[src/rtl/endian_byte_unpacker.sv]
// -----------------------------------------------------------------------------
// endian_byte_unpacker
//   Serialises DATA_W-bit words into a byte stream, one byte per cycle.
//   Byte order is chosen per word (0 = LSB first, 1 = MSB first) and latched
//   when the word is accepted. Holds a single word; the next word is accepted
//   on the same edge the last byte leaves, so streaming runs without bubbles.
//
// Ports
//   clk          clock, all state on rising edge
//   rst          asynchronous active-low reset
//   run          1-cycle start pulse: arms the unit, drops held word, clears counter
//   enabled      byte order for the next accepted word (0 = LSB first, 1 = MSB first)
//   in0          input word
//   in0_valid    in0 holds a word
//   in0_ready    unit accepts in0 this cycle
//   out0         current byte (0 when no byte is held)
//   out0_valid   out0 holds a byte
//   out0_ready   consumer takes out0 this cycle
//   busy         word held, bytes pending
//   byte_cnt     bytes emitted since last run, saturating
// -----------------------------------------------------------------------------
module endian_byte_unpacker #(
  parameter int unsigned DATA_W = 32,
  parameter int unsigned CNT_W  = 16
) (
  input  logic              clk,
  input  logic              rst,
  input  logic              run,
  input  logic              enabled,
  input  logic [DATA_W-1:0] in0,
  input  logic              in0_valid,
  output logic              in0_ready,
  output logic [7:0]        out0,
  output logic              out0_valid,
  input  logic              out0_ready,
  output logic              busy,
  output logic [CNT_W-1:0]  byte_cnt
);

  localparam int unsigned BYTES    = DATA_W / 8;
  localparam int unsigned IDX_W    = (BYTES > 1) ? $clog2(BYTES) : 1;
  localparam int unsigned LAST_IDX = BYTES - 1;

  typedef enum logic [1:0] {
    ST_IDLE  = 2'd0,
    ST_EMPTY = 2'd1,
    ST_HOLD  = 2'd2
  } state_e;

  state_e              state_q, state_d;
  logic [DATA_W-1:0]   word_q,  word_d;
  logic                order_q, order_d;
  logic [IDX_W-1:0]    idx_q,   idx_d;
  logic [CNT_W-1:0]    cnt_q,   cnt_d;

  logic                hold_c;
  logic                last_c;
  logic                xfer_c;
  logic                accept_c;
  logic                cnt_sat_c;
  logic [IDX_W-1:0]    sel_c;
  logic [7:0]          byte_c;

  // State register
  always_ff @(posedge clk or negedge rst) begin
    if (!rst) begin
      state_q <= ST_IDLE;
      word_q  <= '0;
      order_q <= 1'b0;
      idx_q   <= '0;
      cnt_q   <= '0;
    end else begin
      state_q <= state_d;
      word_q  <= word_d;
      order_q <= order_d;
      idx_q   <= idx_d;
      cnt_q   <= cnt_d;
    end
  end

  // Handshake qualifiers
  always_comb begin
    hold_c    = (state_q == ST_HOLD);
    last_c    = (idx_q == IDX_W'(LAST_IDX));
    xfer_c    = hold_c & out0_ready;
    cnt_sat_c = (cnt_q == {CNT_W{1'b1}});
    // A new word may enter only when the slot is empty or the last byte is
    // leaving this very edge; a run pulse blocks acceptance.
    in0_ready = ~run & ((state_q == ST_EMPTY) | (xfer_c & last_c));
    accept_c  = in0_valid & in0_ready;
  end

  // Next-state logic
  always_comb begin
    state_d = state_q;
    word_d  = word_q;
    order_d = order_q;
    idx_d   = idx_q;
    cnt_d   = cnt_q;

    if (run) begin
      state_d = ST_EMPTY;
      word_d  = '0;
      order_d = 1'b0;
      idx_d   = '0;
      cnt_d   = '0;
    end else begin
      if (xfer_c) begin
        if (!cnt_sat_c) begin
          cnt_d = cnt_q + CNT_W'(1);
        end
        if (last_c) begin
          state_d = ST_EMPTY;
          idx_d   = '0;
        end else begin
          idx_d = idx_q + IDX_W'(1);
        end
      end
      // Accept overrides the drop to EMPTY when it coincides with the last byte.
      if (accept_c) begin
        state_d = ST_HOLD;
        word_d  = in0;
        order_d = enabled;
        idx_d   = '0;
      end
    end
  end

  // Byte selection: MSB-first walks the word from the top byte down.
  always_comb begin
    sel_c  = order_q ? (IDX_W'(LAST_IDX) - idx_q) : idx_q;
    byte_c = 8'h00;
    for (int unsigned b = 0; b < BYTES; b++) begin
      if (sel_c == IDX_W'(b)) begin
        byte_c = word_q[b*8 +: 8];
      end
    end
  end

  // Output decode from held state
  always_comb begin
    out0_valid = hold_c;
    busy       = hold_c;
    out0       = hold_c ? byte_c : 8'h00;
    byte_cnt   = cnt_q;
  end

endmodule
[config.mk]
export PLATFORM = sky130hd
export DESIGN_NAME = endian_byte_unpacker
export DESIGN_NICKNAME = d
export VERILOG_FILES = /design/src/rtl/endian_byte_unpacker.sv
export SDC_FILE = /design/constraint.sdc
export NUM_CORES = 1
export LEC_CHECK = 0
export CAP_MARGIN = 20
export CELL_PAD_IN_SITES_DETAIL_PLACEMENT = 1
export CELL_PAD_IN_SITES_GLOBAL_PLACEMENT = 2
export CORE_AREA = 2 2 96 98
export CTS_CLUSTER_DIAMETER = 200
export CTS_CLUSTER_SIZE = 8
export DETAILED_ROUTE_END_ITERATION = 8
export DIE_AREA = 0 0 98 100
export GPL_TIMING_DRIVEN = 0
export HOLD_SLACK_MARGIN = 0.08
export PLACE_DENSITY = 0.85
export SLEW_MARGIN = 20
export SYNTH_ARGS = -nofsm -noshare
export SYNTH_HDL_FRONTEND = slang
export SYNTH_SLANG_ARGS = --single-unit
[constraint.sdc]
create_clock -name clk -period 3.2 [get_ports clk]
set_input_delay 0.48 -clock clk [delete_from_list [all_inputs] [get_ports clk]]
set_output_delay 0.48 -clock clk [all_outputs]
set_load 0.01 [all_outputs]
==> impl_metrics.yaml, run 1 <==
run_status:
  outcome: "finished clean"
power:
  p_sw_uw: 373
  power_frac_seq_pct: 54.5
  clock_power_share_pct: 30.3
  netSwitchingFraction_pct: 27.8
  power.leakage_uw: 0.00155
  p_comb_share_pct: 15.2
  power_density_nw_per_um2: 360
  p_int_uw: 970
  ir_worst_vdd_v: 0.000168
synth:
  synth_top_flop_cell: "dfrtp_1"
  synthTopCellsByCount: "60 x nand2_1, 53 x dfrtp_1, 29 x o21ai_0"
  yosysSeqAreaShare_pct: 46.6
  synth_fp_nets: 322
  netlist_area_sq_um: 2850
  netlist_instances: 282
  ys_seq_elements: 53
  yosys-top-cells-area: "dfrtp_1 47%, nand2_1 7.9%, o21ai_0 5.1%"
  synthDistinctLibCells: 46
  synth.most_common_cell: "nand2_1"
  synth-edff-count: 0
  synth_top_area_share_pct: 46.6
  syn_avg_cell_area_sq_um: 10.1
  yosys_warnings: 0
  async_flop_share_pct: 100
  yosysTopAreaCell: "dfrtp_1"
cells_and_area:
  diodes: 0
  nNetsFinal: 392
  layout-drive-gt1-share_pct: 9.63
  syn2layout_area_growth_pct: 31.2
clock_tree:
  cts_max_path_buffers: 2
  clk_latency_ns: 0.32
  clk_pin_slew_worst_paths_ns: 0.10
  cts-root-buf: "clkbuf_8"
  cts_tree: "yes"
  cts_hold_buf: 0
  tritoncts_num_sinks: 53
  htree_levels: 2
  cts_inserted_buffers: 5
route:
  vias: 2361
  viasPerCell: 5.09
  drt_first_iter_violations: 86
  dr_wl_met3_microns: 291
  wl_mm: 7.59
  drc_errors: 0
  route.met2.wl_mm: 3.77
  ant_nets: 0
  met1_length_mm: 3.45
  highest_layer: "met4"
  first_pass_iters: 4
  post_drt_wl_per_cell_microns: 16.3
die:
  io_pins: 65
  die_w_microns: 98
  placementRows: 35
  dieArea_sq_um: 9800
  core_area_sq_um: 8890
  initial_utilization_pct: 32.0
  die-height_microns: 100
critical_path:
  crit_path_end_kind: "output port"
  critPathMaxStageDelay_ns: 0.61
  worstSetupPathType: "register to output port"
  critPathMaxFanout: 8
  crit_required_ns: 2.72
  startpoint: "order_q$_DFFE_PN0P_"
  crit-reg2reg-launch: "idx_q[1]$_DFFE_PN0P_"
  critPathSlowestCell: "mux4_1"
  worst_setup_path_start_kind: "register"
  path_cells: "xor2_4, mux4_1, and2_1, clkdlybuf4s50_1"
  worstPathArrival_ns: 2.50
sta:
  slew_headroom_pct: 53.5
  fmax_mhz: 335
  rsz0062_at_grt: "no"
  hold_viol_final: 0
  finalCritPeriodShare_pct: 93.2
  slew_viol_final: 0
  period_needed_ns: 2.98
  tns_ns: 0
  timing.final.ws_setup_ns: 0.218
  finalClockSkew_ns: 0.00426
  tightest_slew_ns: 0.697
  setup_viol: 0
placement:
  pre_cts_ws_ns: -0.190
  gp_congestion: 0.769
  place.detailed.hpwl_mm: 5.54
  port_buffers: 64
hold_path:
  hp-class: "primary input to asynchronous set/reset pin"
grt:
  grt-ovfl-total: 0
  antenna_found_initial: 0
  grt_pass1_vias: 2516
  grtUsageTotal_pct: 16.1
  grt_max_degree: 54
  grt_pass1_wl_mm: 12.5
job:
  max_cap_viol_count: 0
[metrics by stage]
step,total power [uW],cells,util (%),hold WS (ns),instance area [sq um]
CTS,1360,464,41.8,0.224,3720
detailed placement,953,457,40.8,0.522,3620
floorplan,834,282,-,0.184,2850
finish,1340,464,42.0,0.195,3730
global route,1410,464,42.0,0.241,3730
global placement,947,457,40.8,0.502,3630
[final cells by class]
type,instances,area (sq um)
fill,1028,5150
multi-input combinational,209,1440
sequential,53,1330
timing repair buffer,64,638
tap,111,139
buffer,15,86.3
clock buffer,5,68.8
clock inverter,3,26.3
inverter,4,15.0
[what timing repair did]
item | CTS | global route
pin swaps | 0 | 0
buffers inserted | 0 | 0
endpoints found under the setup margin | 1 | 5
gates resized for setup | 0 | 2
[placed cells by master (no fill, tap or decap), drive strengths merged, types with 2 or more instances in the layout]
| cell type | instances |
|---|---|
| nand2 | 60 |
| nor4 | 3 |
| and2 | 10 |
| a211oi | 5 |
| nand3 | 3 |
| o211ai | 2 |
| nand4 | 4 |
| nand2b | 2 |
| o21ai | 29 |
| mux2i | 10 |
| clkinv | 2 |
| or4 | 4 |
| inv | 5 |
| nor2 | 19 |
| nor3 | 3 |
| mux4 | 8 |
| mux2 | 9 |
| nor2b | 8 |
| a21oi | 9 |
| clkdlybuf4s50 | 63 |
| buf | 11 |
| dfrtp | 53 |
| o31ai | 5 |
| clkbuf | 10 |
| ha | 2 |
| and4 | 3 |
[per-layer routing]
layer | global-route usage (%) | vias up
met5 | 0 | -
met3 | 2.79 | 7
met2 | 28.4 | 54
li1 | - | 1134
met1 | 20.7 | 1166
met4 | 4.06 | 0
[power by group through the flow]
stage          Sequential [uW]  Clock [uW]  Combinational (uW)
2_1_floorplan              739           0                94.8
3_3_place_gp               743           0                 204
3_5_place_dp               745           0                 209
4_1_cts                    732         424                 208
5_1_grt                    737         441                 228
6_report                   732         407                 204
[registers in the layout, summed over array words and instances (netlist names)]
| signal | flops |
|---|---|
| state_q | 2 |
| byte_cnt | 16 |
| order_q | 1 |
| idx_q | 2 |
| word_q | 32 |
[logic make-up (layout without fill, tap and decap cells)]
group / Yosys count / in the layout / share of synthesized area (%)
and+or+nand+nor: 124 / 124 / 21.8
adders and majority gates: 2 / 2 / 0.879
AOI/OAI and AO/OA: 54 / 54 / 12.1
muxes: 27 / 27 / 14.1
xor gates and xnor gates: 2 / 2 / 0.879
DFF: 53 / 53 / 46.6
buffers and inverters: 20 / 91 / 3.69
[worst paths after layout]
| check | to | slack [ns] | depth (start not counted) |
|---|---|---|---|
| max reg2reg | word_q[16]$_DFFE_PN0P_ | 1.10 | 5 |
| max in group asynchronous | word_q[27]$_DFFE_PN0P_ | 2.54 | 1 |
| min reg2reg | word_q[15]$_DFFE_PN0P_ | 0.54 | 2 |
| min in group clk | word_q[15]$_DFFE_PN0P_ | 0.54 | 2 |
| min | state_q[1]$_DFFE_PN0P_ | 0.20 | 1 |
| max | out0[0] | 0.22 | 4 |
[critical path, delay by kind of cell (launching register included)]
family	cells	cell delay, ns
XOR/XNOR	1	0.40
buffers and inverters	1	0.49
flip-flops	1	0.51
multiplexers	1	0.61
AND/OR/NAND/NOR	1	0.18
Note: power is estimated with default switching activity, not from simulation.
==> inputs of run 2 (changes only) <==
GPL_TIMING_DRIVEN = default   (was 0)
==> run 2 against run 1 <==
Maximum frequency is 5.3% higher. Final area is 0.37% lower. Core utilization is 0.15 points lower. First-iteration DRC count is 29% lower. Wire length is 3.9% lower.
==> impl_metrics.yaml, run 2 (synthesis results as in run 1) <==
critical_path:
  crit_path_end_kind: "output port"
  critPathSlowestCell: "mux4_1"
  worstPathArrival_ns: 2.35
  path_cells: "xor2_2, buf_4, mux4_1, and2_1, clkdlybuf4s50_1"
  crit_required_ns: 2.72
  crit-reg2reg-launch: "state_q[0]$_DFFE_PN0P_"
  critPathMaxFanout: 8
  worstSetupPathType: "register to output port"
  worst_setup_path_start_kind: "register"
  critPathMaxStageDelay_ns: 0.58
  reg2reg_slack_ns: 1.20
  worstRegToRegCells: 4
  r2r-end: "byte_cnt[5]$_DFFE_PN0P_"
cells_and_area:
  final_common_cell: "clkdlybuf4s50_1"
  layout-drive-gt1-share_pct: 8.96
  largest_register_ffs: 32
  fin_area_sq_um: 3720
  max_flop_register: "word_q"
  final_cell_mix: "63 x clkdlybuf4s50_1, 60 x nand2_1, 53 x dfrtp_1, 29 x o21ai_0, 19 x nor2_1"
  diodes: 0
  fillers: 1027
  syn2layout_area_growth_pct: 30.7
  utilization_pct: 41.9
  nNetsFinal: 385
sta:
  finalCritPeriodShare_pct: 88.5
  slew_viol_final: 0
  tns_ns: 0
  finalClockSkew_ns: 0.00928
  timing.final.ws_setup_ns: 0.368
  fmax_mhz: 353
  setup_viol: 0
  tightest_slew_ns: 0.519
  rsz0062_at_grt: "no"
  period_needed_ns: 2.83
  hold_viol_final: 0
  slew_headroom_pct: 65.1
route:
  wl_mm: 7.29
  drt_first_iter_violations: 61
  first_pass_iters: 4
  vias: 2315
  post_drt_wl_per_cell_microns: 16.0
  ant_nets: 0
  drc_errors: 0
  viasPerCell: 5.07
clock_tree:
  cts_resized: 0
  cts-root-buf: "clkbuf_8"
  cts_inserted_buffers: 5
  cts_max_path_buffers: 2
  cts_setup_buffers: 0
  htree_levels: 2
  cts_tree: "yes"
  clk_pin_slew_worst_paths_ns: 0.11
  clk_latency_ns: 0.31
  tritoncts_num_sinks: 53
  cts_hold_buf: 0
die:
  placementRows: 35
  core_area_sq_um: 8890
  initial_utilization_pct: 32.0
  dieArea_sq_um: 9800
  die-height_microns: 100
  io_pins: 65
  die_w_microns: 98
placement:
  gp_congestion: 0.741
  place.detailed.hpwl_mm: 5.22
  port_buffers: 64
  pre_cts_ws_ns: 0.699
  dpl-instance-area_sq_um: 3600
power:
  p_int_uw: 1050
  ir_worst_vdd_v: 0.000177
  power.leakage_uw: 0.00154
  netSwitchingFraction_pct: 26.1
  p_sw_uw: 370
  p_comb_share_pct: 14.1
  clock_power_share_pct: 34.3
  power_uw: 1420
  power_frac_seq_pct: 51.6
  power_density_nw_per_um2: 382
grt:
  grt-ovfl-total: 0
  grt_pass1_wl_mm: 12.3
  grt_max_degree: 63
  grtUsageTotal_pct: 15.6
  gr-usage-met3_pct: 2.51
  antenna_found_initial: 0
  grt_pass1_vias: 2441
  top_usage_layer: "met2"
  use_met2_pct: 25.7
  grt_util_met1_pct: 22.0
job:
  max_cap_viol_count: 0
run_status:
  outcome: "finished clean"
hold_path:
  hp-class: "primary input to asynchronous set/reset pin"
run 2: stage by stage:
step / std cells / hold slack [ns]
final: 457 / 0.118
after CTS: 457 / 0.142
after global routing: 457 / 0.157
after floorplan: 282 / 0.184
after detailed placement: 449 / 0.495
after global placement: 449 / 0.490
run 2: area by class of cell:
class	instances	area, sq um	share of cell area, %
multi-input cells	209	1420	38.1
flip-flops and latches	53	1330	35.6
repair buffers	72	708	19.0
well taps	111	139	3.73
clock buffers	5	68.8	1.85
clock inverters	3	47.5	1.28
inverters	4	15.0	0.403
run 2: worst max-delay path, delay by kind of cell, from the launching register on:
kind          cells  cell delay (ns)
xor+xnor          1             0.16
simple gates      1             0.17
mux               1             0.58
buf+inv           2             0.68
flops             1             0.44
run 2: per-layer routing:
layer	share of wire, %	wire [microns]
met5	0	0
met4	0.77	56
met3	3.2	230
met2	48	3480
met1	48	3520
run 2: worst max path at each step:
stage                   startpoint      end  slack, ns
6_report       order_q$_DFFE_PN0P_  out0[2]       0.37
5_1_grt        order_q$_DFFE_PN0P_  out0[2]       0.24
4_1_cts        order_q$_DFFE_PN0P_  out0[2]       0.34
3_5_place_dp   order_q$_DFFE_PN0P_  out0[2]       0.70
3_3_place_gp   order_q$_DFFE_PN0P_  out0[2]       0.73
2_1_floorplan  order_q$_DFFE_PN0P_  out0[0]       1.10
run 2: power by group through the flow:
| stage | clock network [uW] | logic [uW] | registers (uW) |
|---|---|---|---|
| floorplan | 0 | 94.8 | 739 |
| global placement | 0 | 200 | 744 |
| detailed placement | 0 | 204 | 745 |
| CTS | 502 | 205 | 733 |
| global route | 525 | 225 | 738 |
| finish | 488 | 200 | 732 |
